<file path="config.mk">
export PLATFORM = sky130hd
export DESIGN_NAME = pong_match_ctrl
export DESIGN_NICKNAME = d
export VERILOG_FILES = /design/src/rtl/pong_match_ctrl.sv
export SDC_FILE = /design/constraint.sdc
export NUM_CORES = 1
export LEC_CHECK = 0
export ABC_CLOCK_PERIOD_IN_PS = 4700
export CAP_MARGIN = 10
export CORE_MARGIN = 10
export CORE_UTILIZATION = 32
export CTS_BUF_LIST = sky130_fd_sc_hd__clkbuf_16
export DETAILED_ROUTE_END_ITERATION = 6
export GPL_TIMING_DRIVEN = 0
export HOLD_SLACK_MARGIN = 0.1
export PLACE_DENSITY = 0.62
export SYNTH_ARGS = -nofsm -noshare
export SYNTH_HDL_FRONTEND = slang
export SYNTH_SLANG_ARGS = --single-unit
</file>
<file path="constraint.sdc">
create_clock -name clk50M -period 4.7 [get_ports clk50M]
set_input_delay 0.705 -clock clk50M [delete_from_list [all_inputs] [get_ports clk50M]]
set_output_delay 0.705 -clock clk50M [all_outputs]
set_load 0.05 [all_outputs]
</file>
<file path="src/rtl/pong_match_ctrl.sv">
// Pong match controller: sequences serve, play, point and game-over, and keeps the scores,
// the remaining-ball budget and the rally-driven speed level.
module pong_match_ctrl #(
    parameter int BALLS        = 3,
    parameter int WIN_SCORE    = 9,
    parameter int SCORE_W      = 4,
    parameter int SERVE_FRAMES = 127,
    parameter int RALLY_STEP   = 4,
    parameter int MAX_SPEED    = 3
) (
    input  logic               clk50M,
    input  logic               reset_n,
    input  logic               endofframe,
    input  logic [1:0]         collided,
    input  logic [1:0]         missed,
    input  logic               isMoving,
    output logic               restart,
    output logic [2:0]         state,
    output logic [SCORE_W-1:0] score_one,
    output logic [SCORE_W-1:0] score_two,
    output logic [3:0]         balls_left,
    output logic [1:0]         speed_lvl,
    output logic               serve_dir,
    output logic [1:0]         scored,
    output logic               game_over,
    output logic [1:0]         winner
);

    localparam int TIMER_W = $clog2(SERVE_FRAMES + 1);
    localparam int RALLY_W = $clog2(RALLY_STEP + 1);

    localparam logic [TIMER_W-1:0] TIMER_LOAD = TIMER_W'(SERVE_FRAMES);
    localparam logic [TIMER_W-1:0] TIMER_ZERO = {TIMER_W{1'b0}};
    localparam logic [TIMER_W-1:0] TIMER_ONE  = TIMER_W'(1);
    localparam logic [RALLY_W-1:0] RALLY_ZERO = {RALLY_W{1'b0}};
    localparam logic [RALLY_W-1:0] RALLY_ONE  = RALLY_W'(1);
    localparam logic [RALLY_W-1:0] RALLY_LAST = RALLY_W'(RALLY_STEP);
    localparam logic [SCORE_W-1:0] SCORE_ZERO = {SCORE_W{1'b0}};
    localparam logic [SCORE_W-1:0] SCORE_ONE  = SCORE_W'(1);
    localparam logic [SCORE_W-1:0] SCORE_WIN  = SCORE_W'(WIN_SCORE);
    localparam logic [3:0]         BALLS_INIT = 4'(BALLS);
    localparam logic [1:0]         SPEED_MAX  = 2'(MAX_SPEED);

    typedef enum logic [2:0] {
        ST_IDLE  = 3'd0,
        ST_SERVE = 3'd1,
        ST_PLAY  = 3'd2,
        ST_POINT = 3'd3,
        ST_END   = 3'd4
    } state_t;

    function automatic logic [3:0] sat_dec4(input logic [3:0] v);
        return (v == 4'd0) ? 4'd0 : v - 4'd1;
    endfunction

    function automatic logic [1:0] pick_winner(input logic [SCORE_W-1:0] a,
                                               input logic [SCORE_W-1:0] b);
        return (a > b) ? 2'b01 : ((b > a) ? 2'b10 : 2'b11);
    endfunction

    state_t               state_r, state_s;
    logic                 eof_r;
    logic [1:0]           col_r, miss_r;
    logic [1:0]           miss_lat_r, miss_lat_s;
    logic [TIMER_W-1:0]   timer_r, timer_s, timer_dec_s;
    logic [RALLY_W-1:0]   rally_r, rally_s, rally_inc_s;
    logic [SCORE_W-1:0]   score_one_r, score_one_s, score_two_r, score_two_s;
    logic [SCORE_W-1:0]   pt_one_s, pt_two_s;
    logic [3:0]           balls_r, balls_s, pt_balls_s;
    logic [1:0]           speed_r, speed_s;
    logic                 dir_r, dir_s, pt_dir_s;
    logic [1:0]           scored_r, scored_s, pt_scored_s;
    logic                 game_over_r, game_over_s;
    logic [1:0]           winner_r, winner_s;
    logic                 restart_r, restart_s;
    logic                 frame_s, col_edge_s, pt_end_s;
    logic [1:0]           miss_edge_s;

    // Next-state and next-value logic for the match sequencer and its counters
    always_comb begin
        frame_s     = endofframe & ~eof_r;
        col_edge_s  = |(collided & ~col_r);
        miss_edge_s = missed & ~miss_r;
        timer_dec_s = (frame_s && (timer_r != TIMER_ZERO)) ? timer_r - TIMER_ONE : timer_r;
        rally_inc_s = rally_r + RALLY_ONE;

        // Outcome of the point being resolved, from the miss bits latched on entry to POINT
        pt_one_s    = score_one_r;
        pt_two_s    = score_two_r;
        pt_dir_s    = dir_r;
        pt_scored_s = 2'b00;
        case (miss_lat_r)
            2'b01: begin
                pt_two_s    = score_two_r + SCORE_ONE;
                pt_dir_s    = 1'b0;
                pt_scored_s = 2'b10;
            end
            2'b10: begin
                pt_one_s    = score_one_r + SCORE_ONE;
                pt_dir_s    = 1'b1;
                pt_scored_s = 2'b01;
            end
            default: begin
                pt_scored_s = 2'b00;
            end
        endcase
        pt_balls_s = sat_dec4(balls_r);
        pt_end_s   = (pt_one_s == SCORE_WIN) || (pt_two_s == SCORE_WIN) || (pt_balls_s == 4'd0);

        state_s     = state_r;
        timer_s     = timer_r;
        rally_s     = rally_r;
        score_one_s = score_one_r;
        score_two_s = score_two_r;
        balls_s     = balls_r;
        speed_s     = speed_r;
        dir_s       = dir_r;
        scored_s    = 2'b00;
        miss_lat_s  = miss_lat_r;
        winner_s    = winner_r;

        case (state_r)
            ST_IDLE: begin
                score_one_s = SCORE_ZERO;
                score_two_s = SCORE_ZERO;
                speed_s     = 2'd0;
                rally_s     = RALLY_ZERO;
                winner_s    = 2'b00;
                balls_s     = BALLS_INIT;
                if (isMoving) begin
                    state_s = ST_SERVE;
                    timer_s = TIMER_LOAD;
                end else begin
                    state_s = ST_IDLE;
                end
            end
            ST_SERVE: begin
                timer_s = timer_dec_s;
                if ((timer_dec_s == TIMER_ZERO) && isMoving) begin
                    state_s = ST_PLAY;
                end else begin
                    state_s = ST_SERVE;
                end
            end
            ST_PLAY: begin
                if (miss_edge_s != 2'b00) begin
                    state_s    = ST_POINT;
                    miss_lat_s = miss_edge_s;
                end else if (col_edge_s) begin
                    if (rally_inc_s == RALLY_LAST) begin
                        rally_s = RALLY_ZERO;
                        speed_s = (speed_r == SPEED_MAX) ? speed_r : speed_r + 2'd1;
                    end else begin
                        rally_s = rally_inc_s;
                    end
                end else begin
                    state_s = ST_PLAY;
                end
            end
            ST_POINT: begin
                score_one_s = pt_one_s;
                score_two_s = pt_two_s;
                balls_s     = pt_balls_s;
                dir_s       = pt_dir_s;
                scored_s    = pt_scored_s;
                speed_s     = 2'd0;
                rally_s     = RALLY_ZERO;
                timer_s     = TIMER_LOAD;
                if (pt_end_s) begin
                    state_s  = ST_END;
                    winner_s = pick_winner(pt_one_s, pt_two_s);
                end else begin
                    state_s = ST_SERVE;
                end
            end
            ST_END: begin
                timer_s = timer_dec_s;
                if (timer_dec_s == TIMER_ZERO) begin
                    state_s  = ST_IDLE;
                    winner_s = 2'b00;
                end else begin
                    state_s = ST_END;
                end
            end
            default: begin
                state_s = ST_IDLE;
            end
        endcase

        game_over_s = (state_s == ST_END);
        restart_s   = (state_s != ST_PLAY);
    end

    // Sequencer state register
    always_ff @(posedge clk50M or negedge reset_n) begin
        if (!reset_n) begin
            state_r <= ST_IDLE;
        end else begin
            state_r <= state_s;
        end
    end

    // Edge-detect history, match counters and registered outputs
    always_ff @(posedge clk50M or negedge reset_n) begin
        if (!reset_n) begin
            eof_r       <= 1'b0;
            col_r       <= 2'b00;
            miss_r      <= 2'b00;
            miss_lat_r  <= 2'b00;
            timer_r     <= TIMER_ZERO;
            rally_r     <= RALLY_ZERO;
            score_one_r <= SCORE_ZERO;
            score_two_r <= SCORE_ZERO;
            balls_r     <= BALLS_INIT;
            speed_r     <= 2'd0;
            dir_r       <= 1'b0;
            scored_r    <= 2'b00;
            game_over_r <= 1'b0;
            winner_r    <= 2'b00;
            restart_r   <= 1'b1;
        end else begin
            eof_r       <= endofframe;
            col_r       <= collided;
            miss_r      <= missed;
            miss_lat_r  <= miss_lat_s;
            timer_r     <= timer_s;
            rally_r     <= rally_s;
            score_one_r <= score_one_s;
            score_two_r <= score_two_s;
            balls_r     <= balls_s;
            speed_r     <= speed_s;
            dir_r       <= dir_s;
            scored_r    <= scored_s;
            game_over_r <= game_over_s;
            winner_r    <= winner_s;
            restart_r   <= restart_s;
        end
    end

    assign state      = state_r;
    assign restart    = restart_r;
    assign score_one  = score_one_r;
    assign score_two  = score_two_r;
    assign balls_left = balls_r;
    assign speed_lvl  = speed_r;
    assign serve_dir  = dir_r;
    assign scored     = scored_r;
    assign game_over  = game_over_r;
    assign winner     = winner_r;

endmodule

</file>
### Word-level counts from Yosys, hierarchy flattened

Index checks and enable logic that the tools add are counted.
Widths: inputs -> output; s select.

* add/subtract/negate cells: 6
* multipliers: 0
* divide/modulo/power cells: 0
* magnitude comparators: 2
* equality and inequality tests: 19
* shifts and indexed selects: 0
* multiplexer cells: 33
* bitwise gates (word level): 6
* reduce and logical (&&, ||, !) cells: 24

Operator list (count)
* $pmux 4 s2: 3
* $mux 3: 7
* $pmux 7 s3: 1
* $mux 2: 9
* $pmux 3 s5: 1
* $mux 7: 2
* $ne 2x2->1 const B: 7
* $mux 4: 3
* $eq 3x3->1 const B: 3
* $add 4x1->4 const B: 2
* $eq 4x4->1 const B: 2
* $gt 4x4->1: 2
* $logic_not 4->1: 2
* $pmux 2 s2: 2
* $reduce_bool 2->1: 4
* $logic_not 7->1: 1
* $reduce_bool 7->1: 1
* $sub 7x1->7 const B: 1
* $eq 3x2->1 const B: 2
* $pmux 2 s3: 1
* $pmux 3 s2: 1
* $reduce_and 2->1: 3
* $reduce_and 3->1: 2
* $reduce_bool 3->1: 2
* 18 further kinds: 26

* register bits: 41
* bits in latches: 0
* RAM bits: 0
* bits in read-only memories: 0
* output and inout port bits: 24
* memories: 0

### Longest topological paths before layout

* depth in word-level cells: 9
* gate-level depth with buffers: 11
* depth with buffers taken out: 10

### Worst setup path after synthesis

Ideal clock, no wire load.

* kind: flip-flop to flip-flop
* start point: reg score_two_r[0] (netlist: score_two[0])
* end point: reg winner_r[0] (netlist: winner[0])
* setup time: 0.083 ns
* data arrival time: 2.262 ns
* slack: 2.356 ns
* stages on the path, launching flop included: 10
* path buffers: 0
* period minus slack after synthesis: 2.344 ns
* path through: dfrtp_1 ha_1 mux2_2 ha_1 nor2b_1 o21ai_0 nand2b_1 a21oi_1 a41oi_1 o22ai_1

* cells in the longest elaborated chain, start to end: 7
* elaborated cells on any way between the ends: 13
* classes of those cells: add/sub: 1; order compare: 2; eq/ne: 2; mux: 5; reduce/logical: 3

RTL lines
* start: declaration: RTL line 67 `logic [SCORE_W-1:0] score_one_r, score_one_s, score_two_r, score_two_s;`
* start signal: assignment: RTL line 229 `score_two_r <= score_two_s;`
* $add 4x1->4: RTL line 94 `pt_two_s = score_two_r + SCORE_ONE;`
* $mux 4 *: RTL line 92 `case (miss_lat_r)`
* $gt 4x4->1 or $eq 4x4->1 (tied branches): RTL line 58, 108
* $mux 1 or $logic_or 1x1->1 (tied branches): RTL line 58, 108
* $mux 2 or $logic_or 1x1->1 (tied branches): RTL line 58, 108
* $mux 2 or $ne 2x2->1 (tied branches)
* $pmux 2 s3 or $reduce_and 3->1 (tied branches)
* end signal: assignment: RTL line 235 `winner_r <= winner_s;`
* end: declaration: RTL line 74 `logic [1:0] winner_r, winner_s;`

Mark *: on every way between the ends. The rest lies on a longest branch, timed or not. The select of a mux whose other input is x is not followed.
A chain may end at the register's enable or synchronous reset.

### Worst setup path after layout

* start point: in endofframe
* end point: reg winner_r[1] (netlist: winner[1])

* cells in the longest elaborated chain, start to end: 6

RTL lines
* start: declaration: RTL line 13 `input logic endofframe,`
* $and 1x1->1: RTL line 81 `frame_s = endofframe & ~eof_r;`
* $logic_and 1x1->1: RTL line 84 `timer_dec_s = (frame_s && (timer_r != TIMER_ZERO)) ? timer_r - TIMER_ONE : timer_r;`
* $mux 7: RTL line 84
* $logic_not 7->1: RTL line 178 `if (timer_dec_s == TIMER_ZERO) begin`
* $ne 2x2->1 (no source line)
* $reduce_and 3->1 (no source line)

Every way passes these cells.

==> flow_summary.yaml <==
floorplan:
  coreArea_um2: 6910
  die-height_um: 105
  die_footprint_um2: 11000
  starting_density_pct: 33.4
  floorplan.rows: 30
  pin_count: 32
  floorplan.die.width_um: 105
grt:
  grt_pass1_vias: 1752
  antenna_violations_before_repair: 0
  groute.usage.overall_pct: 9.37
  grt_first_pass_wirelength_um: 8650
  grt_max_degree: 32
  grt-ovfl-total: 0
placed_design:
  placement.io_buffers: 31
  detailed_place_hpwl_um: 3750
  place.gp.congestion: 0.783
  dp_worst_setup_slack_ns: 1.97
logic_synthesis:
  number_of_synthesized_flops_with_an_enable_pin: 0
  distinct_cell_type_count_after_synthesis: 51
  ys_seq_elements: 41
  synthDominantAreaCellType: "sky130_fd_sc_hd__dfrtp_1"
  synth_largest_type_area_fraction_pct: 41.2
  postSynth.asyncResetShare_pct: 100
  synth_seq_area_share_pct: 44.6
  yosys-top-cells-area: "sky130_fd_sc_hd__dfrtp_1 41%, sky130_fd_sc_hd__ha_1 8.1%, sky130_fd_sc_hd__o21ai_0 5.6%"
  netlist_area_um2: 2310
  number_of_warnings_reported_in_the_yosys_synthesis_log: 0
  synthCells: 238
  syn-num-nets: 261
  synth-main-ff-cell: "sky130_fd_sc_hd__dfrtp_1"
  syn_area_per_cell_um2: 9.69
setup_path:
  critPathKind: "in -> reg"
  critPathCaptureType: "flip-flop"
  regToRegSetupSlack_ns: 2.36
  timing.rr.end: "winner[1]"
  critical_path.reg2reg.startpoint: "timer_r[0]"
  critical_path_required_ns: 4.85
  critical_path_start_type: "input port"
  worstPathArrival_ns: 2.58
  top_fanout_value_on_the_critical_path: 7
  rr_worst_depth: 8
power_and_ir_drop:
  power.internal_mw: 0.628
  switching_share_pct: 27.8
  combinational_fraction_of_design_power_pct: 13.9
  clk_network_pwr_share_pct: 38.3
  switching_power_mw: 0.241
  powerDensity_nw_per_um2: 300
  sequentialPowerShare_pct: 47.9
  power_leakage_nw: 1.22
  ir_worst_vdd_mv: 0.175
sta:
  tns_ns: 0
  final_critical_path_setup_slack_ns: 2.27
  worst_margin_slew_ns: 0.523
  rsz0062_at_grt: "no"
  slew_viol_final: 0
  finalCritPeriodShare_pct: 51.7
  slew_headroom_pct: 65.0
  post-route-min-period_ns: 2.43
  timing.clock.skew_ns: 0.00587
  finalSetupViolations: 0
  fin_worst_hold_slack_ns: 0.290
  clock.fmax_mhz: 412
  timing.final.hold_violations: 0
final_layout:
  layout.nets: 300
  proportion_of_layout_cells_with_a_drive_suffix_above_1_pct: 8.99
  n_diodes: 0
  syn2layout_area_growth_pct: 25.5
clocking:
  clkSinkCount: 41
  clk_root_buffer_cell: "sky130_fd_sc_hd__clkbuf_16"
  cts_tree: "done"
  worst_setup_hold_path_clk_slew_ns: 0.06
  cts_max_path_buffers: 2
  clock_latency_ns: 0.28
  cts_post_setup_buffers_inserted: 0
  cts-buffers-inserted: 5
  number_of_gates_resized_after_cts: 0
  hold_buffers: 0
  cts.htree.levels: 2
detailed_routing:
  route.detailed.wl_per_inst_um: 13.2
  detail_route.iter0.violations: 61
  vias: 1832
  drt_first_pass_iters: 4
  ant_nets: 0
  route.detailed.drc: 0
  finalWirelength_um: 4950
  post_drt_via_cell_ratio: 4.90
worst_hold_path:
  hold_class: "in -> async"
status:
  outcome: "completed"
job:
  max_cap_violations: 0
[cell usage after synthesis, types with 2 or more instances]
master                     number
sky130_fd_sc_hd__a21o_1         2
sky130_fd_sc_hd__a21oi_1       11
sky130_fd_sc_hd__a22o_1         2
sky130_fd_sc_hd__a31oi_1        2
sky130_fd_sc_hd__buf_2          3
sky130_fd_sc_hd__clkbuf_1       4
sky130_fd_sc_hd__dfrtp_1       38
sky130_fd_sc_hd__dfstp_2        3
sky130_fd_sc_hd__ha_1          15
sky130_fd_sc_hd__inv_1         10
sky130_fd_sc_hd__mux2i_1        4
sky130_fd_sc_hd__nand2_1       23
sky130_fd_sc_hd__nand2b_1       8
sky130_fd_sc_hd__nand3b_1       3
sky130_fd_sc_hd__nand4_1        2
sky130_fd_sc_hd__nor2_1        13
sky130_fd_sc_hd__nor2b_1        6
sky130_fd_sc_hd__nor3_1         9
sky130_fd_sc_hd__nor3b_1        4
sky130_fd_sc_hd__nor4b_1        3
sky130_fd_sc_hd__o21a_1         2
sky130_fd_sc_hd__o21ai_0       26
sky130_fd_sc_hd__o21bai_1       4
sky130_fd_sc_hd__o22ai_1        2
sky130_fd_sc_hd__o31ai_1        4
sky130_fd_sc_hd__o41ai_1        2
sky130_fd_sc_hd__or3_1          3
sky130_fd_sc_hd__xnor2_1        3
sky130_fd_sc_hd__xor2_1         5
[flip-flops by register name, summed over array words and instances, names as in the netlist, 2 cells and up]
register    count
scored          2
miss_r          2
score_two       4
timer_r         7
miss_lat_r      2
state           3
score_one       4
rally_r         3
col_r           2
winner          2
speed_lvl       2
balls_left      4
[cell type report]
cell class,count,area [um2]
clock buffer,5,125
clock inverter,3,17.5
inverter,10,37.5
fill,696,4010
sequential,41,1030
buffer,8,41.3
tap,96,120
timing repair buffer,32,325
multi-input combinational,179,1200
[worst max-delay path by stage]
stage | to | cells past startpoint | from
after floorplan | winner[0] | 9 | score_two[0]
after detailed placement | winner[1] | 7 | endofframe
after global routing | winner[1] | 7 | endofframe
final | winner[1] | 7 | endofframe
after global placement | timer_r[0] | 1 | reset_n
after CTS | winner[1] | 7 | endofframe
[placed cells by master, fill, tap and decap left out, drive strengths merged, types with 2 or more instances in the layout]
cell | Yosys | layout
mux2i | 4 | 4
o41ai | 2 | 2
clkdlybuf4s50 | 0 | 30
nor2b | 6 | 6
o21a | 2 | 2
clkbuf | 4 | 9
or3 | 4 | 4
nor3 | 10 | 10
o21ai | 28 | 28
nor3b | 4 | 4
clkinv | 0 | 3
ha | 15 | 15
a21oi | 11 | 11
a22o | 2 | 2
nand3b | 3 | 3
nand2 | 24 | 24
nor4b | 3 | 3
o31ai | 4 | 4
xor2 | 5 | 5
dfstp | 3 | 3
buf | 4 | 6
nand4 | 3 | 3
or3b | 2 | 2
nor2 | 13 | 13
dfrtp | 38 | 38
inv | 10 | 10
o21bai | 4 | 4
o22ai | 2 | 2
xnor2 | 3 | 3
nand2b | 8 | 8
a21o | 2 | 2
a31oi | 2 | 2
[per-stage QoR]
stage	std cells	utilization, %	power (mW)	area, um2
2_1_floorplan	238	-	0.501	2310
3_3_place_gp	365	39.6	0.541	2740
3_5_place_dp	366	39.9	0.544	2750
4_1_cts	374	41.9	0.880	2900
5_1_grt	374	41.9	0.914	2900
6_report	374	41.9	0.870	2900
[worst max-delay path, stage by stage]
cell	delay, ns
sky130_fd_sc_hd__clkdlybuf4s50_1	0.49
sky130_fd_sc_hd__nand3b_1	0.23
sky130_fd_sc_hd__nor3_2	0.20
sky130_fd_sc_hd__mux2i_1	0.29
sky130_fd_sc_hd__nand4_2	0.20
sky130_fd_sc_hd__a211oi_1	0.34
sky130_fd_sc_hd__o22ai_1	0.13
[metal layers]
layer  vias to the layer above  share of wire, %  global-route usage [%]
li1                        938                 -                       -
met1                       850                50                    12.1
met2                        37                44                    14.4
met3                         7               4.9                    3.01
met4                         0               1.3                    3.24
met5                         -                 0                       0
[power groups by stage]
stage / Clock (mW) / Combinational (mW) / Sequential (mW)
finish: 0.333 / 0.121 / 0.416
global route: 0.355 / 0.137 / 0.422
CTS: 0.341 / 0.122 / 0.416
detailed placement: 0 / 0.122 / 0.423
global placement: 0 / 0.119 / 0.421
floorplan: 0 / 0.0737 / 0.428
[cell families (layout without fill, tap and decap cells)]
group                    count (synthesis)  after routing  share of synthesized area, %
AO/OA/AOI/OAI                           66             66                          18.0
XOR/XNOR                                 8              8                          3.04
adder cells (fa/ha/maj)                 15             15                          8.13
buffers and inverters                   18             58                          3.42
flip-flops                              41             41                          44.6
multiplexers                             5              5                          2.22
AND/OR/NAND/NOR                         85             85                          20.6
Note: power is estimated with default switching activity, not from simulation.
==> edit (same flow settings) <==
Set the parameter `SCORE_W` to 6 (it was 4).
--- a/src/rtl/pong_match_ctrl.sv
+++ b/src/rtl/pong_match_ctrl.sv
@@ -3,7 +3,7 @@
 module pong_match_ctrl #(
     parameter int BALLS        = 3,
     parameter int WIN_SCORE    = 9,
-    parameter int SCORE_W      = 4,
+    parameter int SCORE_W      = 6,
     parameter int SERVE_FRAMES = 127,
     parameter int RALLY_STEP   = 4,
     parameter int MAX_SPEED    = 3
Interface: changed (resized score_one and score_two); port bits go from 32 to 36. No check against the original RTL was run, so the function may have changed too.
==> edit against the unedited design <==
Via count grew 20%; sequential cell count up 4; cell area up 14%; wire length is 25% higher; die area is 13% higher; critical endpoint is now winner[0]; largest cell class unchanged; setup slack worse by 0.18 ns; power rose by 5.4%; area after synthesis rose by 16%.
==> edit: results (changes against the unedited design) <==
* Hpwl dp at 4760 um (+27%)
* # diodes at 0 (unchanged)
* Slew HR at 61.7% (-3.4 points)
* Tmin final at 2.61 ns (+0.181 ns)
* Unique masters post-synth at 54 (+5.9%)
* Global-route usage over all layers at 9.74% (+0.37 points)
* Place WS at 1.77 ns (-0.205 ns)
* Register area at 0.00113 mm^2 (+9.7%)
* Final wirelength at 6170 um (+25%)
* Sw frac at 27.7% (about the same)
* Sequential element share of the synthesized area at 42.4% (-2.3 points)
* Fillcell total at 834 (+20%)
* Cell Area, Placed at 0.00316 mm^2 (+15%)
* Vias in the first global route at 2133 (+22%)
* Largest stage delay on the critical path at 0.52 ns (+0.03 ns)
* Worst Path Max Fanout at 4 (-3)
* Layout cells sized above 1 at 8.36% (-0.63 points)
* Placed cell count at 420 (+15%)
* Fin. Hold Viols at 0 (unchanged)
* Delay-heaviest family, CP: compound AO/OA/AOI/OAI gates
* Synth Net Count at 304 (+16%)
* Largest net degree at the start of global routing at 30 (-6.3%)
* Synthesized area per cell at 9.56 um^2 (-1.4%)
* Top cells by count, synth: 42 x dfrtp_1, 34 x nand2_1, 19 x o21ai_0
* Status: finished, final reports clean
* Avg Vias per Cell at 5.12 (+4.5%)
* First-pass GRT wire length at 10400 um (+20%)
* Layout Nets at 347 (+16%)
* Clk_skew at 0.00608 ns (+0.000206 ns)
* Wire per inst at 14.4 um (+9.0%)
* GP Congestion at 0.851 (+8.7%)
* Initial DRC count at 83 (+36%)
* CP Data Arrival Time at 2.77 ns (+0.19 ns)
* Peak supply drop at 183 uV (+4.8%)
* Leakage power at 1.38 nW (+14%)
## edit: cell type report
cell class	instances	area share, %
multi-input cells	208	43.2
flip-flops and latches	45	34.2
repair buffers	36	11.1
well taps	105	3.97
clock buffers	5	3.79
plain buffers	12	1.70
inverters	14	1.59
clock inverters	3	0.530
## edit: path summary, 6_finish.rpt
check                                     to  slack, ns  depth (start not counted)
worst max-delay path               winner[0]       2.09                          7
worst min register to register    rally_r[1]       0.50                          2
max in group asynchronous            restart       3.79                          2
min in group clk50M               rally_r[1]       0.50                          2
worst max register to register     winner[0]       2.18                          8
worst min-delay path            score_two[2]       0.34                          1
## edit: worst register-to-register path, delay by kind of cell, from the launching register on
family / cells / cell delay [ns]
compound gates: 4 / 1.02
simple gates: 2 / 0.55
flops: 1 / 0.41
fa+ha+maj: 1 / 0.30
buf+inv: 1 / 0.13
## edit: cells by family after synthesis
logic type | Yosys count | synth area share (%)
AO/OA/AOI/OAI | 69 | 17.9
XOR/XNOR | 13 | 4.27
adder cells (fa/ha/maj) | 17 | 7.98
buffers and inverters | 26 | 4.08
flip-flops | 45 | 42.4
multiplexers | 8 | 3.14
AND/OR/NAND/NOR | 101 | 20.2
## edit: power groups by stage
stage          Sequential [mW]  Clock, mW  Combinational [mW]
2_1_floorplan            0.440          0              0.0964
3_3_place_gp             0.443          0               0.130
3_5_place_dp             0.443          0               0.135
4_1_cts                  0.436      0.355               0.135
5_1_grt                  0.440      0.366               0.151
6_report                 0.437      0.347               0.133
## edit: per-layer routing
layer,GRT usage (%),share of wire [%],vias to the layer above
met5,0,0,-
li1,-,-,1084
met4,2.14,0.62,0
met1,12.1,47,1057
met3,2.98,5.9,6
met2,16.1,47,44
